--- config.mk ---
export PLATFORM = sky130hd
export DESIGN_NAME = ctl_missile_en_multi
export DESIGN_NICKNAME = d
export VERILOG_FILES = /design/src/rtl/ctl_missile_en_multi.sv
export SDC_FILE = /design/constraint.sdc
export NUM_CORES = 1
export LEC_CHECK = 0
export ABC_AREA = 0
export BUFFER_PORTS_ARGS = -buffer_cell sky130_fd_sc_hd__buf_2
export CAP_MARGIN = 5
export CORE_MARGIN = 3
export CORE_UTILIZATION = 45
export DETAILED_ROUTE_END_ITERATION = 10
export MAX_ROUTING_LAYER = met4
export PLACE_DENSITY = 0.74
export SLEW_MARGIN = 10
export SYNTH_ARGS = -nofsm -noshare
export SYNTH_HDL_FRONTEND = slang
export SYNTH_SLANG_ARGS = --single-unit
--- constraint.sdc ---
create_clock -name pclk -period 4.85 [get_ports pclk]
set_input_delay 0.2425 -clock pclk [delete_from_list [all_inputs] [get_ports pclk]]
set_output_delay 0.2425 -clock pclk [all_outputs]
set_load 0.05 [all_outputs]
--- src/rtl/ctl_missile_en_multi.sv ---
// Enemy missile controller: N independent slots, each launched at the enemy position,
// stepped down on a shared tick and retired at the screen bottom or on a hit.
module ctl_missile_en_multi #(
    parameter int N_SLOTS    = 4,
    parameter int POS_W      = 11,
    parameter int TICK_LIMIT = 90000,
    parameter int TICK_W     = 21,
    parameter int STEP       = 1,
    parameter int Y_MAX      = 768,
    parameter int COOLDOWN   = 0,
    parameter int CD_W       = 21
) (
    input  logic                       pclk,
    input  logic                       rst_n,
    input  logic [POS_W-1:0]           xpos_in,
    input  logic [POS_W-1:0]           ypos_in,
    input  logic                       fire,
    input  logic                       enemy_alive,
    input  logic                       pause,
    input  logic [N_SLOTS-1:0]         hit_clr,
    output logic [N_SLOTS-1:0]         on_out,
    output logic [N_SLOTS*POS_W-1:0]   xpos_out,
    output logic [N_SLOTS*POS_W-1:0]   ypos_out,
    output logic                       fire_ack,
    output logic                       full,
    output logic [N_SLOTS-1:0]         dbg_slot_state
);

    typedef enum logic {
        S_IDLE = 1'b0,
        S_FLY  = 1'b1
    } slot_state_t;

    localparam logic [POS_W:0]    C_STEP  = (POS_W+1)'(STEP);
    localparam logic [POS_W:0]    C_Y_MAX = (POS_W+1)'(Y_MAX);
    localparam logic [TICK_W-1:0] C_TICK  = TICK_W'(TICK_LIMIT);
    localparam logic [CD_W-1:0]   C_CD    = CD_W'(COOLDOWN);

    slot_state_t          r_state     [N_SLOTS];
    slot_state_t          w_state_nxt [N_SLOTS];
    logic [POS_W-1:0]     r_x         [N_SLOTS];
    logic [POS_W-1:0]     r_y         [N_SLOTS];
    logic [POS_W-1:0]     w_x_nxt     [N_SLOTS];
    logic [POS_W-1:0]     w_y_nxt     [N_SLOTS];
    logic [POS_W:0]       w_sum       [N_SLOTS];

    logic [TICK_W-1:0]    r_tick_cnt;
    logic [CD_W-1:0]      r_cd;
    logic                 r_fire_ack;
    logic                 r_full;

    logic                 w_tick;
    logic                 w_accept;
    logic                 w_found;
    logic [N_SLOTS-1:0]   w_free;
    logic [N_SLOTS-1:0]   w_alloc;
    logic [N_SLOTS-1:0]   w_fly_nxt;

    assign w_tick   = !pause && (r_tick_cnt == C_TICK);
    assign w_accept = fire && enemy_alive && !pause && (r_cd == '0) && (|w_free);

    // Free mask comes from registered state, so a slot retired this cycle is
    // only allocatable from the next cycle on.
    always_comb begin
        w_free  = '0;
        w_alloc = '0;
        w_found = 1'b0;
        for (int i = 0; i < N_SLOTS; i++) begin
            w_free[i] = (r_state[i] == S_IDLE);
            if (w_free[i] && !w_found) begin
                w_alloc[i] = 1'b1;
                w_found    = 1'b1;
            end
        end
    end

    always_comb begin
        w_fly_nxt = '0;
        for (int i = 0; i < N_SLOTS; i++) begin
            w_state_nxt[i] = r_state[i];
            w_x_nxt[i]     = r_x[i];
            w_y_nxt[i]     = r_y[i];
            w_sum[i]       = {1'b0, r_y[i]} + C_STEP;
            if (r_state[i] == S_IDLE) begin
                if (w_accept && w_alloc[i]) begin
                    w_state_nxt[i] = S_FLY;
                    w_x_nxt[i]     = xpos_in;
                    w_y_nxt[i]     = ypos_in;
                end
            end else begin
                // A hit wins over a same-cycle tick; a bottom retire keeps the old y.
                if (hit_clr[i]) begin
                    w_state_nxt[i] = S_IDLE;
                end else if (w_tick) begin
                    if (w_sum[i] >= C_Y_MAX) begin
                        w_state_nxt[i] = S_IDLE;
                    end else begin
                        w_y_nxt[i] = w_sum[i][POS_W-1:0];
                    end
                end
            end
            w_fly_nxt[i] = (w_state_nxt[i] == S_FLY);
        end
    end

    always_ff @(posedge pclk or negedge rst_n) begin
        if (!rst_n) begin
            for (int i = 0; i < N_SLOTS; i++) begin
                r_state[i] <= S_IDLE;
                r_x[i]     <= '0;
                r_y[i]     <= '0;
            end
        end else begin
            for (int i = 0; i < N_SLOTS; i++) begin
                r_state[i] <= w_state_nxt[i];
                r_x[i]     <= w_x_nxt[i];
                r_y[i]     <= w_y_nxt[i];
            end
        end
    end

    always_ff @(posedge pclk or negedge rst_n) begin
        if (!rst_n) begin
            r_tick_cnt <= '0;
            r_cd       <= '0;
            r_fire_ack <= 1'b0;
            r_full     <= 1'b0;
        end else begin
            if (!pause) begin
                r_tick_cnt <= w_tick ? '0 : r_tick_cnt + TICK_W'(1);
            end
            if (w_accept) begin
                r_cd <= C_CD;
            end else if ((r_cd != '0) && !pause) begin
                r_cd <= r_cd - CD_W'(1);
            end
            r_fire_ack <= w_accept;
            r_full     <= &w_fly_nxt;
        end
    end

    genvar g;
    generate
        for (g = 0; g < N_SLOTS; g++) begin : g_out
            assign on_out[g]                   = (r_state[g] == S_FLY);
            assign dbg_slot_state[g]           = r_state[g];
            assign xpos_out[g*POS_W +: POS_W]  = r_x[g];
            assign ypos_out[g*POS_W +: POS_W]  = r_y[g];
        end
    endgenerate

    assign fire_ack = r_fire_ack;
    assign full     = r_full;

endmodule

# Yosys cells after proc, flatten, opt, wreduce, memory -nomap -nowiden
# Cells that the tools add are included.
# Widths: inputs -> output; s select.
# totals
regBits,136
inputBits,31
elab_cells,125
# classes
addsub,6
order_cmp,4
eq_ne,13
mux,49
bitwise_logic,4
n_reduce_logical,33
# ops
operator,n
$mux 11,20
$mux 21,3
$add 11x1->12 const B,4
$ge 12x10->1 const B,4
$mux 1,26
$add 21x1->21 const B,1
$eq 21x17->1 const B,1
$logic_not 21->1,1
$reduce_bool 21->1,1
$sub 21x1->21 const B,1
$reduce_and 4->1,5
$ne 2x2->1 const B,8
$logic_and 1x1->1,13
$reduce_bool 2->1,5
$ne 2x1->1 const B,4
$reduce_and 2->1,4
$not 1->1,4
$reduce_or 4->1,1
$logic_not 1->1,3

# Longest topological paths before layout
# logic_depth
depth_word,13
depth_mapped,10

# Worst setup path after synthesis
# OpenSTA, ideal clock, no wires.
# synth_timing
path_kind,reg2reg
from,"register r_y, in the netlist ypos_out[11]"
to,"register r_y, in the netlist ypos_out[11]"
setup_time_ns,0.125
arrival_ns,2.768
t_required_ns,4.725
slack_ns,1.958
path_stages_with_launch,8
n_path_buf,0
cell_sequence,dfrtp_1 -> ha_1 -> nand3_1 -> nor3_1 -> mux2i_1 -> or4b_4 -> nand2_2 -> mux2_2
# synth_between
elab_chain_cells,5
word_cells_on_any_way,8
classes_between,add/sub: 1; order compare: 1; eq/ne: 1; mux: 4; reduce/logical: 1
# synth_lines
element,line_no,source
from (decl),42,logic [POS_W-1:0] r_y [N_SLOTS];
"from (signal, indexed assignment)",117,r_y[i] <= w_y_nxt[i];
$add 11x1->12 (*),83,"w_sum[i] = {1'b0, r_y[i]} + C_STEP;"
branches (longest 4 deep; another with $ge 12x10->1),n/a,
# Mark *: on every way between the ends. The select of a mux whose other input is x is not followed.
# A chain may end at the register's enable or synchronous reset.

# Worst setup path in the final report
# layout_timing
from,register r_cd[13]
to,register r_cd[15]
# layout_between
elab_chain_cells,4
word_cells_on_any_way,9
classes_between,add/sub: 1; mux: 2; reduce/logical: 6
# layout_lines
element,line_no,source
from (decl),48,logic [CD_W-1:0] r_cd;
from (signal assigned),135,r_cd <= r_cd - CD_W'(1);
branches (longest 4 deep; another with $sub 21x1->21),n/a,
# Parallel ways; which one is timed is not known. The select of a mux whose other input is x is not followed.

==> summary.txt <==
Routing
  • Total number of vias: 6637
  • Per-cell routed wire length: 17.7 um
  • Remaining design rule violation count: 0
  • Initial drt markers: 538
  • Number of detailed-route iterations in the first pass: 6
  • Number of nets still failing antenna checks after routing: 0
  • Wirelength, routed: slightly above 20 mm
  • Vias per cell: between 5 and 6

Critical path
  • Max Fanout on Critical Path: 16
  • Required arrival time at the worst endpoint: 5180 ps
  • Type of the worst setup path: reg -> reg
  • Critical path's slowest cell: sky130_fd_sc_hd__and4_1
  • Kind of capture point of the worst setup path: flop
  • Kind of cell with the highest combined delay on the critical path: simple AND/OR/NAND/NOR gates
  • Worst path bufs/invs: 0
  • CP Cell Sequence: nor4_1, and3_1, and4_1, o211ai_4, or4_1, a21oi_1
  • Critical path's largest stage delay: about 720 ps
  • Launching element type of the critical path: flop
  • Data arrival time at the worst-slack endpoint: between 3000 and 4000 ps

Synthesis
  • Post-Syn Instances: around 790
  • Primary flip-flop cell chosen by synthesis mapping: sky130_fd_sc_hd__dfrtp_1
  • Netlist cell types: 77
  • Async S/R FF share, synth: 1.00
  • Yosys warns: 0
  • Synth Area per Inst: 9.32 um2
  • Syn Std Cell Area: between 7000 and 8000 um2
  • Portion of the post-synthesis area used by sequential elements: 0.460
  • Synthesized flop and latch total: 136
  • Post-synth EDFFs: 0
  • Net Count, Synth: 836

Timing
  • Total count of max-transition violations in the final report: 0
  • Actual transition at the worst max-transition pin: a little under 900 ps
  • Total Negative Setup Slacks: 0 ps
  • Unrepaired setup endpoints after global routing: false
  • Slew Limit Headroom: 0.405
  • Setup clock skew after layout: between 10 and 15 ps
  • Final hold violation count: 0
  • Shortest clock period the worst path allows after layout: 3260 ps
  • Achievable frequency: a little over 300 MHz
  • Period utilization: 0.673
  • Total of endpoints with negative setup slack in the final report: 0

Finish
  • Area growth syn-to-layout: 18.5%
  • Ratio of cells with drive above 1 in the final layout: 0.224
  • Antenna cell count: 0
  • Post-layout nets: 952

Clock tree
  • CTS tree: built
  • Clock transition at path regs: ~70 ps
  • Setup Buffers After CTS: 0
  • Clock network latency to the later pin of the worst-skew pair: 420 ps
  • CTS sink count: 136
  • Clk Tree Root Cell: sky130_fd_sc_hd__clkbuf_16
  • Total CTS buffers: 17
  • CTS H-tree depth: 4
  • Clock tree buffer depth: 2

Placed design
  • Detailed placement HPWL: roughly 14 mm
  • Placer Congestion: between 0.9 and 1
  • Port Buffers: around 130

Outcome
  • Outcome: complete, no violations

Power and ir drop
  • P_leak: roughly 4.3 nW
  • IR drop worst, VDD: roughly 0.28 mV
  • Final Total Pwr: 2.89 mW
  • PD cells: 330 nW/um2

Job
  • Count of max-cap constraint violations: 0

Die
  • Core area: between 15000 and 20000 um2
  • Initial cell density of the core: 0.463
  • Std cell rows: between 40 and 50
  • Die height: 134 um
  • Die Area: about 18000 um2
  • Number of top-level pins: around 130
  • Die outline width: ~130 um

Global route
  • Final global-route overflow total: 0
  • Initial antenna violation count: 0
  • GR Util All Layers: 0.233
  • Wire length of the first global-routing pass: around 33 mm
  • Pin count of the biggest net entering global routing: 95
  • Via count of the first global-routing pass: around 6200

Worst hold path
  • Worst min path class: in -> reg
## final timing paths
kind,from,end,slack (ps),cells after the start
min,xpos_in[4],xpos_out[4]$_DFFE_PN0P_,60,3
max reg2reg,r_cd[13]$_DFFE_PN0P_,r_cd[15]$_DFFE_PN0P_,1590,6
min reg2reg,xpos_out[40]$_DFFE_PN0P_,xpos_out[40]$_DFFE_PN0P_,460,2
min in group asynchronous,rst_n,ypos_out[5]$_DFFE_PN0P_,460,2
max in group asynchronous,rst_n,ypos_out[22]$_DFFE_PN0P_,3280,3
max,r_cd[13]$_DFFE_PN0P_,r_cd[15]$_DFFE_PN0P_,1590,6
## per-stage QoR
step / setup WS, ps / hold slack, ps / instance area [um2] / instances / util
after floorplan: 1960 / -53.1 / 7400 / 794 / -
after global placement: 1730 / 404 / 8180 / 1106 / 0.511
after detailed placement: 1670 / 396 / 8180 / 1106 / 0.511
after CTS: 1650 / 48.2 / 8770 / 1139 / 0.548
after global routing: 1430 / 63.9 / 8770 / 1139 / 0.548
final: 1590 / 59.9 / 8770 / 1139 / 0.548
## cells in the final DEF, fill, tap and decap left out, drive strengths merged, types with 12 or more instances in the layout
| master | instances |
|---|---|
| clkbuf | 17 |
| nor2 | 55 |
| nand2 | 157 |
| mux2i | 14 |
| o21ai | 26 |
| inv | 22 |
| nor3 | 27 |
| buf | 133 |
| and3 | 17 |
| nand3 | 32 |
| mux2 | 19 |
| a21oi | 25 |
| xor2 | 12 |
| xnor2 | 17 |
| nand4 | 22 |
| dfrtp | 136 |
## layer usage
metal | vias up | track usage | part of all wire
met5 | - | - | 0
met4 | 0 | 0.0979 | 0.030
met3 | 47 | 0.0529 | 0.069
met2 | 268 | 0.349 | 0.46
met1 | 3197 | 0.308 | 0.44
li1 | 3125 | - | -
## cell type report
cell class                      instances  area (um2)
Fill cell                            1460        7230
Multi-Input combinational cell        608        3770
Sequential cell                       136        3400
Timing Repair Buffer                  134         694
Clock buffer                           17         425
Tap cell                              216         270
Clock inverter                         15         158
Inverter                               13        48.8
## cell usage after synthesis (all sizes together) (10+ instances only)
master	instances	share of area
xnor2	17	0.020
buf	17	0.014
inv	13	0.0066
nand3	32	0.022
mux2i	14	0.019
a21oi	25	0.018
nand4	22	0.023
clkbuf	20	0.010
xor2	12	0.014
nor2	55	0.028
nand2	157	0.080
and2	10	0.0085
a211oi	11	0.012
mux2	19	0.029
o22ai	11	0.0093
o21ai	26	0.018
ha	11	0.019
a31oi	11	0.0093
dfrtp	136	0.46
and3	17	0.014
nor3	27	0.020
and4	11	0.013
## kinds of logic (layout without fill, tap and decap cells)
kind of cell    after synthesis  count (layout)  share of synthesized area
buf+inv                      50             179                     0.0309
flops                       136             136                      0.460
simple gates                385             385                      0.263
fa+ha+maj                    11              11                     0.0186
xor+xnor                     29              29                     0.0343
mux                          33              33                     0.0478
compound gates              150             150                      0.146
## report_power, final
group / switching (mW) / internal (mW)
Sequential: 0.102 / 1.22
Clock: 0.549 / 0.727
Combinational: 0.176 / 0.117
## timing repair
action,in CTS,in global routing
endpoints found under the hold margin,93,0
hold buffers,1,0
resized for setup,0,0
## worst register-to-register path, delay by kind of cell (launching register included)
family           cells  cell delay (ps)
AO/OA/AOI/OAI        2              350
flip-flops           1              440
AND/OR/NAND/NOR      4             2400
## sequential cells by signal, indices dropped and copies added (netlist names)
register,cells
dbg_slot_state,4
fire_ack,1
full,1
r_cd,21
r_tick_cnt,21
xpos_out,44
ypos_out,44
Power figures use the tool's default switching activity.
